--- src/rtl/hdmi_scaled_video_output.sv ---
// hdmi_scaled_video_output
//
// Video timing generator and row-buffer pixel fetcher for the HDMI TX
// parallel bus. Generates h/v counters for an arbitrary timing set, fetches
// palette-indexed pixels from the PPU row RAM, resolves them through the
// palette RAM and presents registered RGB with DE/HSYNC/VSYNC. Supports
// horizontal pixel repetition (PIX_REP = 1/2/4), vertical line repetition
// (LINE_REP = 1/2) and selectable sync polarity.
//
// Optional feature: define HDMI_VOUT_TESTPAT_EN to add the test_en input,
// which replaces the palette colours with 8 vertical colour bars while high.
// RAM reads and row-buffer swaps are unaffected by test_en.
//
// Ports:
//   video_clk      in   pixel clock
//   rst_n          in   asynchronous active-low reset
//   test_en        in   colour-bar enable (only with HDMI_VOUT_TESTPAT_EN)
//   vga_pclk       out  copy of video_clk
//   vga_de         out  display enable, aligned with vga_rgb
//   vga_hs         out  horizontal sync (active level HS_POL)
//   vga_vs         out  vertical sync (active level VS_POL)
//   vga_rgb        out  pixel colour {R,G,B}, zero outside DE
//   rowram_rdaddr  out  row-RAM entry address
//   rowram_rddata  in   palette index: [9:1] palette word, [0] half select
//   palram_rdaddr  out  palette RAM 64-bit word address
//   palram_rddata  in   two colours: [23:0] half 0, [55:32] half 1
//   rowram_swap    out  one-cycle pulse asking the PPU to swap row buffers
//   vblank_start   out  one-cycle pulse at first front-porch line, h = 0
//   vblank_end     out  one-cycle pulse one line before first active line
//
// FSM states:
//   state   | meaning
//   IDLE    | outside the fetch window of the line
//   SWAP    | one cycle: optional row swap, reset fetch address/rep count
//   PRE     | wait for the fetch start (HDS-5)
//   DISPLAY | fetching row-RAM entries for the active part of the line

module hdmi_scaled_video_output #(
    parameter int H_VISIBLE = 640,
    parameter int H_FRONT   = 16,
    parameter int H_SYNC    = 96,
    parameter int H_BACK    = 48,
    parameter int V_VISIBLE = 480,
    parameter int V_FRONT   = 10,
    parameter int V_SYNC    = 2,
    parameter int V_BACK    = 33,
    parameter int PIX_REP   = 2,
    parameter int LINE_REP  = 2,
    parameter bit HS_POL    = 1'b0,
    parameter bit VS_POL    = 1'b0,
    parameter int SWAP_LEAD = 6
) (
    input  logic        video_clk,
    input  logic        rst_n,
`ifdef HDMI_VOUT_TESTPAT_EN
    input  logic        test_en,
`endif
    output logic        vga_pclk,
    output logic        vga_de,
    output logic        vga_hs,
    output logic        vga_vs,
    output logic [23:0] vga_rgb,
    output logic [8:0]  rowram_rdaddr,
    input  logic [9:0]  rowram_rddata,
    output logic [8:0]  palram_rdaddr,
    input  logic [63:0] palram_rddata,
    output logic        rowram_swap,
    output logic        vblank_start,
    output logic        vblank_end
);

    localparam int H_TOTAL = H_VISIBLE + H_FRONT + H_SYNC + H_BACK;
    localparam int V_TOTAL = V_VISIBLE + V_FRONT + V_SYNC + V_BACK;
    localparam int HW      = $clog2(H_TOTAL);
    localparam int VW      = $clog2(V_TOTAL);
    localparam int HDS     = H_SYNC + H_BACK;
    localparam int VDS     = V_SYNC + V_BACK;

    localparam logic [HW-1:0] H_LAST     = HW'(H_TOTAL - 1);
    localparam logic [HW-1:0] H_DS       = HW'(HDS);
    localparam logic [HW-1:0] H_DE       = HW'(HDS + H_VISIBLE);
    localparam logic [HW-1:0] H_SYNC_END = HW'(H_SYNC);
    // IDLE leaves one cycle early so that SWAP itself (and the swap pulse)
    // lands exactly SWAP_LEAD cycles before the first active pixel.
    localparam logic [HW-1:0] H_SWAP     = HW'(HDS - SWAP_LEAD - 1);
    // Fetch starts 4 cycles before pixel 0 to cover the read pipeline.
    localparam logic [HW-1:0] H_PRE_END  = HW'(HDS - 5);
    localparam logic [HW-1:0] H_DISP_END = HW'(HDS + H_VISIBLE - 1);

    localparam logic [VW-1:0] V_LAST     = VW'(V_TOTAL - 1);
    localparam logic [VW-1:0] V_DS       = VW'(VDS);
    localparam logic [VW-1:0] V_DE       = VW'(VDS + V_VISIBLE);
    localparam logic [VW-1:0] V_SYNC_END = VW'(V_SYNC);
    localparam logic [VW-1:0] V_VBE      = VW'(VDS - 1);
    localparam bit            V_DS_PAR   = 1'(VDS % 2);

    localparam logic [8:0]    RA_MAX     = 9'(H_VISIBLE / PIX_REP - 1);
    localparam logic [1:0]    REP_LAST   = 2'(PIX_REP - 1);

    typedef enum logic [1:0] {
        IDLE    = 2'd0,
        SWAP    = 2'd1,
        PRE     = 2'd2,
        DISPLAY = 2'd3
    } state_t;

    state_t          state;
    state_t          state_next;
    logic            swap_next;

    logic [HW-1:0]   h_count;
    logic [VW-1:0]   v_count;
    logic [HW-1:0]   h_next;
    logic [VW-1:0]   v_next;
    logic            line_active;
    logic            swap_ok;
    logic            de_next;

    logic [1:0]      rep_cnt;
    logic            half_d1;
    logic            half_d2;
    logic [23:0]     pal_pix;
    logic [23:0]     pix_sel;
    logic            unused_pal;

    assign vga_pclk = video_clk;

    // Upper byte of each palette half carries no colour.
    assign unused_pal = ^{palram_rddata[63:56], palram_rddata[31:24]};

    // ------------------------------------------------------------------
    // Frame counters
    // ------------------------------------------------------------------
    always_comb begin
        h_next = (h_count == H_LAST) ? '0 : h_count + 1'b1;
        v_next = v_count;
        if (h_count == H_LAST) begin
            v_next = (v_count == V_LAST) ? '0 : v_count + 1'b1;
        end
    end

    always_ff @(posedge video_clk or negedge rst_n) begin
        if (!rst_n) begin
            h_count <= '0;
            v_count <= '0;
        end else begin
            h_count <= h_next;
            v_count <= v_next;
        end
    end

    assign line_active = (v_count >= V_DS) && (v_count < V_DE);
    // Swap on even line indices (v - VDS) only when lines are repeated.
    assign swap_ok     = (LINE_REP == 1) || (v_count[0] == V_DS_PAR);
    assign de_next     = (h_next >= H_DS) && (h_next < H_DE) &&
                         (v_next >= V_DS) && (v_next < V_DE);

    // ------------------------------------------------------------------
    // Fetch FSM
    // ------------------------------------------------------------------
    always_ff @(posedge video_clk or negedge rst_n) begin
        if (!rst_n) begin
            state <= IDLE;
        end else begin
            state <= state_next;
        end
    end

    always_comb begin
        state_next = state;
        swap_next  = 1'b0;
        case (state)
            IDLE: begin
                if (line_active && (h_count == H_SWAP)) begin
                    state_next = SWAP;
                    swap_next  = swap_ok;
                end
            end
            SWAP: begin
                // With the minimum lead the fetch start is the very next cycle.
                state_next = (h_count == H_PRE_END) ? DISPLAY : PRE;
            end
            PRE: begin
                if (h_count == H_PRE_END) begin
                    state_next = DISPLAY;
                end
            end
            DISPLAY: begin
                if (h_count == H_DISP_END) begin
                    state_next = IDLE;
                end
            end
            default: state_next = IDLE;
        endcase
    end

    always_ff @(posedge video_clk or negedge rst_n) begin
        if (!rst_n) begin
            rowram_swap   <= 1'b0;
            rowram_rdaddr <= '0;
            rep_cnt       <= '0;
        end else begin
            rowram_swap <= swap_next;
            if (state == SWAP) begin
                rowram_rdaddr <= '0;
                rep_cnt       <= '0;
            end else if (state == DISPLAY) begin
                if (rep_cnt == REP_LAST) begin
                    rep_cnt <= '0;
                    if (rowram_rdaddr != RA_MAX) begin
                        rowram_rdaddr <= rowram_rdaddr + 1'b1;
                    end
                end else begin
                    rep_cnt <= rep_cnt + 1'b1;
                end
            end
        end
    end

    // ------------------------------------------------------------------
    // Pixel pipeline: rdaddr(t) -> rddata(t+1) -> palram_rdaddr(t+2)
    //                 -> palram_rddata(t+3) -> vga_rgb(t+4)
    // ------------------------------------------------------------------
    always_ff @(posedge video_clk or negedge rst_n) begin
        if (!rst_n) begin
            palram_rdaddr <= '0;
            half_d1       <= 1'b0;
            half_d2       <= 1'b0;
        end else begin
            palram_rdaddr <= rowram_rddata[9:1];
            half_d1       <= rowram_rddata[0];
            half_d2       <= half_d1;
        end
    end

    assign pal_pix = half_d2 ? palram_rddata[55:32] : palram_rddata[23:0];

`ifdef HDMI_VOUT_TESTPAT_EN
    localparam int BAR_W = H_VISIBLE / 8;

    logic [HW-1:0] x_next;
    logic [2:0]    bar;
    logic [23:0]   bar_color;

    always_comb begin
        x_next = h_next - H_DS;
        bar    = '0;
        for (int k = 1; k < 8; k++) begin
            if (x_next >= HW'(k * BAR_W)) begin
                bar = 3'(k);
            end
        end
        case (bar)
            3'd0:    bar_color = 24'hFFFFFF;
            3'd1:    bar_color = 24'hFFFF00;
            3'd2:    bar_color = 24'h00FFFF;
            3'd3:    bar_color = 24'h00FF00;
            3'd4:    bar_color = 24'hFF00FF;
            3'd5:    bar_color = 24'hFF0000;
            3'd6:    bar_color = 24'h0000FF;
            default: bar_color = 24'h000000;
        endcase
    end

    assign pix_sel = test_en ? bar_color : pal_pix;
`else
    assign pix_sel = pal_pix;
`endif

    // ------------------------------------------------------------------
    // Output registers: timing signals are computed from the next counter
    // values so they line up with the counter in the cycle they appear.
    // ------------------------------------------------------------------
    always_ff @(posedge video_clk or negedge rst_n) begin
        if (!rst_n) begin
            vga_de       <= 1'b0;
            vga_hs       <= HS_POL;
            vga_vs       <= VS_POL;
            vga_rgb      <= '0;
            vblank_start <= 1'b0;
            vblank_end   <= 1'b0;
        end else begin
            vga_de       <= de_next;
            vga_hs       <= (h_next < H_SYNC_END) ? HS_POL : ~HS_POL;
            vga_vs       <= (v_next < V_SYNC_END) ? VS_POL : ~VS_POL;
            vga_rgb      <= de_next ? pix_sel : '0;
            vblank_start <= (h_next == '0) && (v_next == V_DE);
            vblank_end   <= (h_next == '0) && (v_next == V_VBE);
        end
    end

endmodule

--- config.mk ---
export PLATFORM = sky130hd
export DESIGN_NAME = hdmi_scaled_video_output
export DESIGN_NICKNAME = d
export VERILOG_FILES = /design/src/rtl/hdmi_scaled_video_output.sv
export SDC_FILE = /design/constraint.sdc
export NUM_CORES = 1
export LEC_CHECK = 0
export BUFFER_PORTS_ARGS = -buffer_cell sky130_fd_sc_hd__buf_2
export CAP_MARGIN = 25
export CORE_MARGIN = 5
export CORE_UTILIZATION = 45
export CTS_BUF_LIST = sky130_fd_sc_hd__clkbuf_16
export CTS_CLUSTER_SIZE = 10
export DETAILED_ROUTE_END_ITERATION = 8
export PLACE_DENSITY = 0.72
export SLEW_MARGIN = 20
export SYNTH_ARGS = -nofsm -noshare
export SYNTH_HDL_FRONTEND = slang
export SYNTH_SLANG_ARGS = --single-unit
--- constraint.sdc ---
create_clock -name video_clk -period 3.4 [get_ports video_clk]
set_clock_uncertainty 0.15 [all_clocks]
set_input_delay 0.17 -clock video_clk [delete_from_list [all_inputs] [get_ports video_clk]]
set_output_delay 0.17 -clock video_clk [all_outputs]
set_load 0.1 [all_outputs]
== Word level (Yosys, flattened, before mapping) ==
Cells that the tools add are included.

* Bits of input ports: 76
* Word-level logic and storage cells: 77
* Output and inout bits: 49
* Bits in registers: 74

* Add/sub/neg operators: 4
* Eq/ne operators: 15
* Reductions and logical operators: 14
* Order comparisons: 8
* Muxes and demuxes: 21

{| class="wikitable"
|+ Operators by type and width
! operator !! count
|-
| two-way mux 24 bit || 2
|-
| equality test 10 bit (second input constant) || 4
|-
| two-way mux 9 bit || 4
|-
| less-than comparator 10 bit (second input constant) || 3
|-
| two-way mux 10 bit || 3
|-
| adder 10 x 1 -> 10 bit (second input constant) || 2
|-
| equality test 10 x 8 -> 1 bit (second input constant) || 2
|-
| >= comparator 10 x 6 -> 1 bit (second input constant) || 2
|-
| two-way mux 2 bit || 6
|-
| equality test 10 x 6 -> 1 bit (second input constant) || 1
|-
| >= comparator 10 x 8 -> 1 bit (second input constant) || 1
|-
| logical NOT 10 bit || 1
|-
| less-than comparator 10 x 2 -> 1 bit (second input constant) || 1
|-
| less-than comparator 10 x 7 -> 1 bit (second input constant) || 1
|-
| adder 9 x 1 -> 9 bit (second input constant) || 1
|-
| != test 9 bit (second input constant) || 1
|-
| one-hot mux 2 bit (4 select lines) || 1
|-
| logical AND 1 bit || 7
|-
| != test 2 bit (second input constant) || 3
|-
| AND reduction 3 bit || 2
|-
| nonzero test 2 bit || 3
|-
| two-way mux 1 bit || 5
|-
| equality test 2 x 1 -> 1 bit (second input constant) || 2
|-
| equality test 2 bit (second input constant) || 2
|-
| 2 further kinds || 2
|}

== Longest topological paths before layout ==
Gate-level depths: netlist (run 1).

* Depth in word-level cells: 7
* Depth in mapped cells: 10

==> impl_results.md, run 1 <==
* Hold Startpoint: palram_rddata[1]
* DRC Markers at 0
* Critical Path End Type: flip-flop
* Total global routing overflow at 0
* Die Width at 103 um
* Worst slew pin tran at about 0.66 ns
* Largest net degree at the start of global routing at between 70 and 80
* Peak VDD IR at roughly 250 uV
* First-pass GRT wire length at about 17000 um
* Synthesized net count at ~430
* 1st-iter DRT viols at 151
* Vias in the first global route at 3534
* Synthesized area at just under 4000 um^2
* Gate Count Post-Synth at between 300 and 400
* Post-layout util at approximately two thirds
* Starting Density at roughly 46%
* Crit path DAT at between 3 and 4 ns
* IO Port Bufs at approximately 110
* Initial antenna violation count at 0
* Slew margin rel. at 55.9%
* Post-DP HPWL at 6690 um
* # fillers at a little over 600
* Hold Violations, Final at 0
* Layout cells sized above 1 at about a third
* Hold EP: vga_rgb[1]$_DFF_PN0_
* Post-DP Area at between 4000 and 5000 um^2
* Post-CTS setup buffers at 0
* Synth async-reset ratio at between 90% and 100%
* DIE HEIGHT at a little over 100 um
* Worst Path Required at ~3.6 ns
* Total vias in the final route at approximately 3400
* Gp weighted congestion at roughly 0.87
* Count of state elements after synthesis at 74
* Multi-input logic area at about 1800 um^2
* Commonest non-fill, non-tap cell in the layout: buf_2
* R2r setup slk at 0.29 ns
* Tcrit/Tclk final at about nine tenths
* Tmin final at 3.11 ns
* CTS tree: built
* Outcome: finished, final reports clean
* Power Total at between 2000 and 2500 uW
* Crit Reg-Reg Startpoint: h_count[0]$_DFF_PN0_
* Die ar. at approximately 11000 um^2
* Setup violators final at 0
* Cell area after layout at around 5500 um^2
* Setup TNS Final at 0 ns
* Leakage at around 0.0027 uW
* Number of synthesized flops with an enable pin at 0
* Buf/Inv on CP at 1
* Cts repair resizes at 0
* Synth Flop Type: dfrtp_1
* Max incr delay on CP at roughly 0.47 ns
* Max-cap violations at 0
* Area Growth Syn to Fin at 42.4%
* Syn_area_per_cell at roughly 11 um^2
* Worst-path clk slew at ~0.060 ns
* Final nets at 600
* Critical path launch point type: flip-flop
* Most frequent cells in the layout: buf_2 (107), dfrtp_1 (74), dlygate4sd3_1 (57), nor2_1 (28), mux2i_1 (26)
* Worst-Skew Late Latency at about 0.44 ns
* Yosys warning count at 0
* Global-route usage over all layers at 21.3%
* Post-DRT Antenna Nets at 0
* Family with the most delay on the worst path: compound AO/OA/AOI/OAI gates
* Post-synthesis cell type count at 63
* Depth of the worst hold-timing path at 3
* WL final at between 10000 and 15000 um
* Critical path, cell by cell: ha_1 > nand4_1 > nor3_1 > o211ai_1 > a211oi_4 > a311o_1 > buf_12 > a211oi_2
* Crit Path Max Fanout at 22
* F_max at around 320 MHz
* Reg2Reg Depth at 8
* Reg area at approximately 1900 um^2
* Drt pass-1 iters at 4
* RSZ-0062 raised after global routing: false
* Rows at 33
* Critical path type: reg2reg
* Smallest hold slack at 0.00684 ns
* Post-synthesis sequential area ratio at 48.0%
* Max-slew violation count at 0
* Worst Hold Class: in2reg
* R2r endpoint: vga_rgb[9]$_DFF_PN0_
* PwrDens at 428 nW/um^2
* Vias per cell at about 5.4
* CP max-delay cell: nor3_1
* Diodes inserted at 0
* Hold_buf cts at 57
* Top-Level Pins at about 130
* Core ar. at slightly above 8000 um^2
* DR WL/cell at 16.7 um
-- metal layers --
layer / wire length (um) / vias to the layer above / global-route usage (%)
li1: - / 1604 / -
met1: 4270 / 1644 / 25.8
met2: 5360 / 102 / 35.5
met3: 545 / 19 / 5.41
met4: 218 / 0 / 10.1
met5: 0 / - / 0
-- layout make-up --
| class | instances | share of cell area, % |
|---|---|---|
| flip-flops and latches | 74 | 33.7 |
| multi-input cells | 233 | 33.1 |
| clock buffers | 13 | 5.56 |
| repair buffers | 177 | 22.7 |
| clock inverters | 7 | 1.53 |
| well taps | 105 | 2.39 |
| inverters | 15 | 1.03 |
-- worst max-delay path by stage --
stage                                     from                    end  depth (start not counted)
after detailed placement  h_count[0]$_DFF_PN0_   vga_rgb[0]$_DFF_PN0_                          8
after CTS                 h_count[0]$_DFF_PN0_  vga_rgb[19]$_DFF_PN0_                          8
after global placement    h_count[0]$_DFF_PN0_  vga_rgb[23]$_DFF_PN0_                          8
after global routing      h_count[0]$_DFF_PN0_  vga_rgb[23]$_DFF_PN0_                          8
after floorplan           h_count[0]$_DFF_PN0_  vga_rgb[10]$_DFF_PN0_                          9
final                     h_count[0]$_DFF_PN0_   vga_rgb[9]$_DFF_PN0_                          8
-- logic make-up after synthesis --
kind of cell | after synthesis | share of synthesized area [%]
compound gates | 69 | 16.3
simple gates | 108 | 16.1
buf+inv | 39 | 4.97
mux | 27 | 7.04
xor+xnor | 19 | 4.32
fa+ha+maj | 10 | 3.25
flops | 74 | 48.0
-- Yosys cell counts (3+ instances only) --
library cell / n / area share [%]
dfrtp_1: 74 / 48
nor2_1: 28 / 2.7
mux2i_1: 26 / 6.8
a211oi_2: 19 / 6.2
nand2_1: 17 / 1.7
inv_1: 15 / 1.5
nand3_1: 15 / 1.9
clkbuf_1: 12 / 1.2
xnor2_1: 11 / 2.5
ha_1: 10 / 3.2
nor3_1: 8 / 1.0
o21ai_0: 8 / 1.0
xor2_1: 8 / 1.8
a211oi_1: 7 / 1.4
buf_2: 6 / 0.78
and3_1: 5 / 0.81
nor4_1: 5 / 0.81
a21oi_1: 4 / 0.52
buf_6: 4 / 1.2
nand4_1: 4 / 0.65
o211ai_1: 4 / 0.78
and4_1: 3 / 0.68
o41ai_1: 3 / 0.68
-- through the flow --
| step | setup WS, ns | instances |
|---|---|---|
| 6_report | 0.290 | 624 |
| 3_5_place_dp | 0.338 | 547 |
| 3_3_place_gp | 0.369 | 547 |
| 4_1_cts | 0.317 | 623 |
| 5_1_grt | 0.0670 | 624 |
| 2_1_floorplan | 0.618 | 346 |
-- power breakdown --
| group | total (uW) | switching, uW | internal (uW) |
|---|---|---|---|
| logic | 192 | 96.3 | 95.5 |
| registers | 892 | 5.01 | 887 |
| clock network | 1270 | 526 | 742 |
| total | 2350 | 627 | 1720 |
-- tightest hold or removal path: stages --
cell,delay [ns]
buf_2,0.09
mux2i_1,0.18
a211oi_1,0.10
-- sequential cells by signal, summed over array words and instances (netlist names) --
signal,cells
state,2
vga_vs,1
vblank_end,1
rep_cnt,2
rowram_swap,1
half_d2,1
rowram_rdaddr,9
vga_rgb,24
vga_de,1
v_count,10
half_d1,1
vblank_start,1
palram_rdaddr,9
h_count,10
vga_hs,1
No activity file was read; power rests on OpenSTA's default activity.
==> run 2, diff against run 1 <==
--- a/config.mk
+++ b/config.mk
@@ -8,11 +8,12 @@
 export BUFFER_PORTS_ARGS = -buffer_cell sky130_fd_sc_hd__buf_2
 export CAP_MARGIN = 25
 export CORE_MARGIN = 5
-export CORE_UTILIZATION = 45
+export CORE_UTILIZATION = 51
 export CTS_BUF_LIST = sky130_fd_sc_hd__clkbuf_16
+export CTS_CLUSTER_DIAMETER = 40
 export CTS_CLUSTER_SIZE = 10
 export DETAILED_ROUTE_END_ITERATION = 8
-export PLACE_DENSITY = 0.72
+export PLACE_DENSITY = 0.8
 export SLEW_MARGIN = 20
 export SYNTH_ARGS = -nofsm -noshare
 export SYNTH_HDL_FRONTEND = slang
==> run 2 against run 1 <==
  * Design area is 0.36% higher
  * Cell count is 0.96% lower
  * Clock-buffer cell count stayed put
  * Flip-flop and latch count stayed put
  * Die area is 11% lower
  * Via count is 7.2% higher
  * Setup slack worse by 0.13 ns
  * Global-route usage is 5.3 points higher
  * Largest cell class unchanged
  * Non-clock buffer count is 1 lower
  * Sequential share of layout area is 0.12 points lower
==> impl_results.md, run 2 (synthesis gave the netlist of run 1 again) <==
* Final nets at 599 (-0.17%)
* Die Width at 96.9 um (-5.5%)
* Worst Hold Class: in2async
* Vias per cell at 5.84 (+8.2%)
* Layout cells sized above 1 at 33.0% (+0.26 points)
* Critical Path End Type: flip-flop
* Max incr delay on CP at 0.71 ns (+0.24 ns)
* Crit Reg-Reg Startpoint: h_count[0]$_DFF_PN0_
* First-pass GRT wire length at 19600 um (+14%)
* DRC Markers at 0 (unchanged)
* Worst-path clk slew at 0.07 ns (about the same)
* Drt pass-1 iters at 5 (+1)
* Top-Level Pins at 125 (unchanged)
* Pre-CTS WS at 0.238 ns (-0.100 ns)
* Worst Path Required at 3.53 ns (-0.03 ns)
* Logic pwr share at 8.4% (+0.2 points)
* IO Port Bufs at 108 (unchanged)
* Int Pwr at 1790 uW (+3.6%)
* Layout Cells excl Fill at 618 (-0.96%)
* Starting Density at 52.9% (+6.4 points)
* Leakage at 0.00268 uW (-0.11%)
* CTS tree: built
* Top reg by flops: vga_rgb
* DR WL/cell at 20.1 um (+21%)
* Setup TNS Final at 0 ns (unchanged)
* Tcrit/Tclk final at 95.4% (+3.9 points)
* CP max-delay cell: o41ai_1
* Max-slew violation count at 0 (unchanged)
* Most frequent cells in the layout: buf_2 (107), dfrtp_1 (74), dlygate4sd3_1 (59), nor2_1 (28), mux2i_1 (26)
* Rows at 31 (-6.1%)
* Final setup margin at 0.157 ns (-0.132 ns)
* Largest net degree at the start of global routing at 75 (unchanged)
* Psw at 626 uW (about the same)
* Critical path type: reg2reg
* Gp weighted congestion at 0.845 (-2.6%)
* Register share of total power at 37.0% (-0.9 points)
* Total vias in the final route at 3611 (+7.2%)
* Worst slew pin tran at 1.00 ns (+0.343 ns)
* Crit Path Max Fanout at 21 (-4.5%)
* Outcome: finished, final reports clean
* RSZ-0062 raised after global routing: false
* Tmin final at 3.24 ns (+0.132 ns)
* 1st-iter DRT viols at 214 (+42%)
* Regs by FF count: vga_rgb (24), h_count (10), v_count (10)
* R2r endpoint: vga_rgb[3]$_DFF_PN0_
* Max-cap violations at 0 (unchanged)
* Core ar. at 7290 um^2 (-12%)
* DIE HEIGHT at 96.9 um (-5.5%)
* Hold Violations, Final at 0 (unchanged)
* Vias in the first global route at 3822 (+8.1%)
* Post-DP Area at 4470 um^2 (-0.94%)
* Clock power share at 54.6% (+0.7 points)
* Initial antenna violation count at 1 (+1)
* WL final at 12400 um (+19%)
* Crit path DAT at 3.37 ns (+0.10 ns)
* Critical path, cell by cell: ha_1 > and4_1 > nand3_2 > o41ai_1 > nor3_2 > nand4_4 > buf_4 > a211oi_1
* Die ar. at 9400 um^2 (-11%)
* Area Growth Syn to Fin at 42.9%
* Placed insts at 538 (-1.6%)
* Global-route usage over all layers at 26.6% (+5.3 points)
* Critical path launch point type: flip-flop
* Switching share of power at 26.0% (-0.70 points)
* Setup violators final at 0 (unchanged)
* Reg2Reg Depth at 8 (unchanged)
* Commonest non-fill, non-tap cell in the layout: buf_2
* Post-DP HPWL at 6550 um (-2.2%)
* Total global routing overflow at 0 (unchanged)
* F_max at 308 MHz (-4.1%)
* Max FFs per register at 24 (unchanged)
* Worst-Skew Late Latency at 0.45 ns (about the same)
* Slew margin rel. at 32.6% (-23 points)
* Peak VDD IR at 282 uV (+15%)
* Post-DRT Antenna Nets at 0 (unchanged)
* R2r setup slk at 0.16 ns (-0.13 ns)
* Cell area after layout at 5510 um^2 (+0.36%)
* PwrDens at 438 nW/um^2 (+2.2%)
## run 2: cell types whose count changed in the layout (fill, tap and decap cells not counted), sizes merged
cell,previous run,this run
diode,0,1
inv,20,17
bufinv,1,2
buf,121,118
dlygate4sd3,57,59
clkinv,0,2
## run 2: final cells by class
cell class	count	area, um^2
clock inverters	7	93.8
fillers	483	1780
flip-flops and latches	74	1850
repair buffers	176	1240
clock buffers	13	305
inverters	15	56.3
multi-input cells	233	1840
diodes	1	2.50
well taps	99	124
## run 2: worst max-delay path by stage
stage | startpoint | to | slack, ns | depth (start not counted)
4_1_cts | h_count[0]$_DFF_PN0_ | vga_rgb[12]$_DFF_PN0_ | 0.18 | 8
3_5_place_dp | h_count[0]$_DFF_PN0_ | vga_rgb[12]$_DFF_PN0_ | 0.24 | 8
3_3_place_gp | h_count[0]$_DFF_PN0_ | vga_rgb[12]$_DFF_PN0_ | 0.28 | 8
2_1_floorplan | h_count[0]$_DFF_PN0_ | vga_rgb[10]$_DFF_PN0_ | 0.62 | 9
5_1_grt | h_count[0]$_DFF_PN0_ | vga_rgb[3]$_DFF_PN0_ | 0.01 | 8
6_report | h_count[0]$_DFF_PN0_ | vga_rgb[3]$_DFF_PN0_ | 0.16 | 8
## run 2: power groups by stage
stage / registers, uW / clock network (uW) / logic [uW]
global placement: 908 / 104 / 123
floorplan: 946 / 111 / 27.5
global route: 893 / 1370 / 213
finish: 893 / 1320 / 202
detailed placement: 908 / 104 / 126
CTS: 893 / 1300 / 187
## run 2: through the flow
stage | hold WS [ns] | util, % | total power (uW)
after floorplan | -0.276 | - | 1080
after global placement | 0.128 | 61.3 | 1130
after detailed placement | 0.129 | 61.3 | 1140
after CTS | 0.198 | 74.8 | 2380
after global routing | 0.0447 | 75.6 | 2480
final | 0.00110 | 75.6 | 2410
## run 2: timing repair
item | CTS | global route
gates resized for setup | 0 | 5
hold buffers | 59 | 0
endpoints found under the setup margin | 0 | 22
hold endpoints to repair | 108 | 0
buffers inserted | 0 | 0
## run 2: critical path, delay by kind of cell, from the launching register on
| family | cells | cell delay [ns] |
|---|---|---|
| compound gates | 2 | 0.86 |
| simple gates | 4 | 0.93 |
| buf+inv | 1 | 0.36 |
| fa+ha+maj | 1 | 0.31 |
| flops | 1 | 0.45 |
## run 2: layer usage
layer | part of all wire, % | GRT usage [%]
met5 | 0 | 0
met4 | 4.6 | 17.4
met1 | 35 | 29.2
met3 | 6.9 | 6.33
met2 | 54 | 45.6
==> run 3, diff against run 2 <==
--- a/config.mk
+++ b/config.mk
@@ -5,6 +5,7 @@
 export SDC_FILE = /design/constraint.sdc
 export NUM_CORES = 1
 export LEC_CHECK = 0
+export ABC_AREA = 1
 export BUFFER_PORTS_ARGS = -buffer_cell sky130_fd_sc_hd__buf_2
 export CAP_MARGIN = 25
 export CORE_MARGIN = 5
==> run 3 against run 2 <==
  * Clock-buffer cell count did not move
  * Global-route usage shrank 0.49 points
  * Synthesized cell count is 24% higher
  * Routed wire length fell by 12%
  * Sequential share of layout area is 1.0 points higher
  * Sequential power about the same
  * Clock power down 8%
  * Cell count grew 14%
  * Design area is 2.9% lower
  * First-iteration DRC count fell by 40%
  * Die area shrank 1.5%
  * Non-clock buffer count decreased by 9
==> impl_results.md, run 3 <==
* Outcome: finished, final reports clean
* Layout cells sized above 1 at 27.3% (-5.7 points)
* # fillers at 484 (+0.21%)
* Largest net degree at the start of global routing at 75 (unchanged)
* Rows at 31 (unchanged)
* Psw at 603 uW (-3.8%)
* Synthesized net count at 514 (+19%)
* Vias per cell at 5.05 (-14%)
* Die Width at 96.2 um (-0.76%)
* Metal2 WL at 5780 um (-13%)
* Tcrit/Tclk final at 89.9% (-5.4 points)
* Syn_area_per_cell at 8.85 um^2 (-21%)
* RSZ-0062 raised after global routing: false
* Top cells by area, synth: dfrtp_1 (49%), nand2_1 (8.2%), mux2i_1 (6.3%)
* Crit Path Max Fanout at 25 (+19%)
* Setup TNS Final at 0 ns (unchanged)
* Most used cell, CP: nand2_1
* Synth Flop Type: dfrtp_1
* Multiplexer share of the synthesized area at 6.34% (-0.70 points)
* Worst-path clk slew at 0.06 ns (about the same)
* Register share of total power at 38.6% (+1.6 points)
* Reg2Reg Depth at 11 (+3)
* Slew margin rel. at 39.0% (+6.4 points)
* Synthesized area at 3790 um^2 (-1.7%)
* WL met1 at 4130 um (-5.0%)
* Post-DP HPWL at 6430 um (-1.7%)
* PwrDens at 432 nW/um^2 (-1.4%)
* Max FFs per register at 24 (unchanged)
* Worst Hold Class: in2async
* Adder-cell share of the synthesized area at 3.30% (+0.056 points)
* Worst-Skew Late Latency at 0.44 ns (about the same)
* Worst Path Required at 3.60 ns (+0.07 ns)
* Final nets at 686 (+15%)
* Worst slew pin tran at 0.915 ns (-0.0902 ns)
* Max-cap violations at 0 (unchanged)
* Global-route usage over all layers at 26.1% (-0.49 points)
* First-pass GRT wire length at 17900 um (-8.7%)
* Hold Violations, Final at 0 (unchanged)
* Logic pwr share at 8.8% (+0.4 points)
* Switching share of power at 26.1% (+0.13 points)
* Post-synthesis cell type count at 31 (-51%)
* Gate Count Post-Synth at 428 (+24%)
* Post-synthesis sequential area ratio at 48.9% (+0.82 points)
* Metal3 WL at 695 um (-19%)
* Reg area at 1850 um^2 (unchanged)
* DRC Markers at 0 (unchanged)
* Top-Level Pins at 125 (unchanged)
* WL final at 11000 um (-12%)
* Crit Reg-Reg Startpoint: h_count[0]$_DFF_PN0_
* Starting Density at 52.3% (-0.61 points)
* Drt pass-1 iters at 5 (unchanged)
* Post-DP Area at 4390 um^2 (-1.9%)
* Critical path, cell by cell: ha_1 > nand4_2 > nor2_4 > nand2_1 > nand2_1 > nand2_1 > nor2_1 > nand3_1 > nand3_2 > nand3_4 > nor2_1
* Main combinational cell family by area after synthesis: simple AND/OR/NAND/NOR gates
* Count of state elements after synthesis at 74 (unchanged)
* Initial antenna violation count at 0 (-1)
* Commonest non-fill, non-tap cell in the layout: buf_2
* CP max-delay cell: dfrtp_1
* Setup violators final at 0 (unchanged)
* Critical Path End Type: flip-flop
* Synth Area in XOR/XNOR at 1.16% (-3.2 points)
* Count leader, synth: nand2_1
* Cts repair resizes at 0 (unchanged)
* Max Used Layer: met4
* IO Port Bufs at 108 (unchanged)
* Simple-gate portion of the synthesized area at 29.0% (+13 points)
* CTS tree: built
* Total vias in the final route at 3559 (-1.4%)
* Critical path launch point type: flip-flop
* Post-DRT Antenna Nets at 0 (unchanged)
* Synth async-reset ratio at 100% (unchanged)
* R2r setup slk at 0.34 ns (+0.18 ns)
* Regs by FF count: vga_rgb (24), h_count (10), v_count (10)
* Share of the synthesized area in the top cell type at 48.9% (+0.82 points)
* Die ar. at 9260 um^2 (-1.5%)
* Max-slew violation count at 0 (unchanged)
* Yosys warning count at 0 (unchanged)
* DIE HEIGHT at 96.2 um (-0.76%)
* Max incr delay on CP at 0.52 ns (-0.19 ns)
* Leakage at 0.00295 uW (+10%)
* Multi-input logic area at 1630 um^2 (-11%)
* Most frequent cells after synthesis: nand2_1 (83), dfrtp_1 (74), inv_1 (57)
* Crit path DAT at 3.26 ns (-0.11 ns)
* 1st-iter DRT viols at 128 (-40%)
* Most frequent cells in the layout: buf_2 (107), nand2_1 (83), dfrtp_1 (74), dlygate4sd3_1 (59), inv_1 (58)
* Total global routing overflow at 0 (unchanged)
* Area Growth Syn to Fin at 41.2%
* R2r endpoint: vga_rgb[2]$_DFF_PN0_
* Gp weighted congestion at 0.871 (+3.0%)
* Cell area after layout at 5350 um^2 (-2.9%)
* Vias in the first global route at 3767 (-1.4%)
* Number of synthesized flops with an enable pin at 0 (unchanged)
* Top reg by flops: vga_rgb
* Tmin final at 3.06 ns (-0.185 ns)
* F_max at 327 MHz (+6.0%)
* Int Pwr at 1710 uW (-4.4%)
* Peak VDD IR at 668 uV (+140%)
* DR WL/cell at 15.6 um (-22%)
* Yosys top cell by area: dfrtp_1
* Critical path type: reg2reg
* Clock power share at 52.7% (-1.9 points)
* Synth Area in Compound Gates at 3.37% (-13 points)
* Core ar. at 7250 um^2 (-0.53%)
==> run 3: cell types whose count changed after synthesis, moves of 14 or more <==
cell      change
nand3_1      +22
nand2_1      +66
inv_1        +42
nor2_2       +14
a211oi_2     -19
==> run 3: worst max path at each step <==
stage,end,slack [ns],from
after floorplan,rowram_rdaddr[5]$_DFFE_PN0P_,0.99,rowram_rdaddr[1]$_DFFE_PN0P_
after global placement,vga_rgb[3]$_DFF_PN0_,0.58,h_count[0]$_DFF_PN0_
after detailed placement,vga_rgb[3]$_DFF_PN0_,0.47,h_count[0]$_DFF_PN0_
after CTS,vga_rgb[3]$_DFF_PN0_,0.45,h_count[0]$_DFF_PN0_
after global routing,vga_rgb[2]$_DFF_PN0_,0.06,h_count[0]$_DFF_PN0_
final,vga_rgb[2]$_DFF_PN0_,0.34,h_count[0]$_DFF_PN0_
==> run 3: through the flow <==
stage,utilization [%],setup slack [ns],hold slack [ns],instances,power [uW]
3_5_place_dp,60.5,0.469,0.129,626,1140
2_1_floorplan,-,0.994,-0.276,428,1090
6_report,73.8,0.342,0.224,705,2310
3_3_place_gp,60.5,0.584,0.128,626,1140
5_1_grt,73.7,0.0642,0.219,704,2380
4_1_cts,73.7,0.453,0.202,704,2310
==> run 3: kinds of logic after synthesis <==
family / after synthesis
DFF: 74
buffers and inverters: 71
xor gates and xnor gates: 5
AOI/OAI and AO/OA: 24
adders and majority gates: 10
muxes: 24
and+or+nand+nor: 220
==> run 3: timing repair <==
action                    4_1_cts  5_1_grt
hold endpoints to repair      108        0
buffers inserted                0        0
hold buffers                   59        0
==> run 3: critical path, delay by kind of cell (launching register included) <==
kind	cells	cell delay, ns
adders and majority gates	1	0.32
DFF	1	0.52
and+or+nand+nor	10	1.96
==> run 3: final cells by class <==
| type | count | share of cell area (%) |
|---|---|---|
| timing repair buffer | 167 | 21.2 |
| antenna | 1 | 0.0468 |
| inverter | 61 | 4.28 |
| clock inverter | 7 | 1.29 |
| tap | 99 | 2.31 |
| multi-input combinational | 283 | 30.5 |
| clock buffer | 13 | 5.70 |
| sequential | 74 | 34.6 |
==> run 3: power by group through the flow <==
stage	Clock, uW	Sequential, uW	Combinational, uW
CTS	1230	890	193
detailed placement	104	906	132
finish	1220	891	202
floorplan	111	946	30.8
global route	1270	891	215
global placement	104	906	129
==> run 3: per-layer routing <==
layer  track usage (%)  vias to the layer above
met5                 0                        -
met4              14.3                        0
met3              8.29                       35
met2              44.6                      137
met1              28.5                     1676
li1                  -                     1711
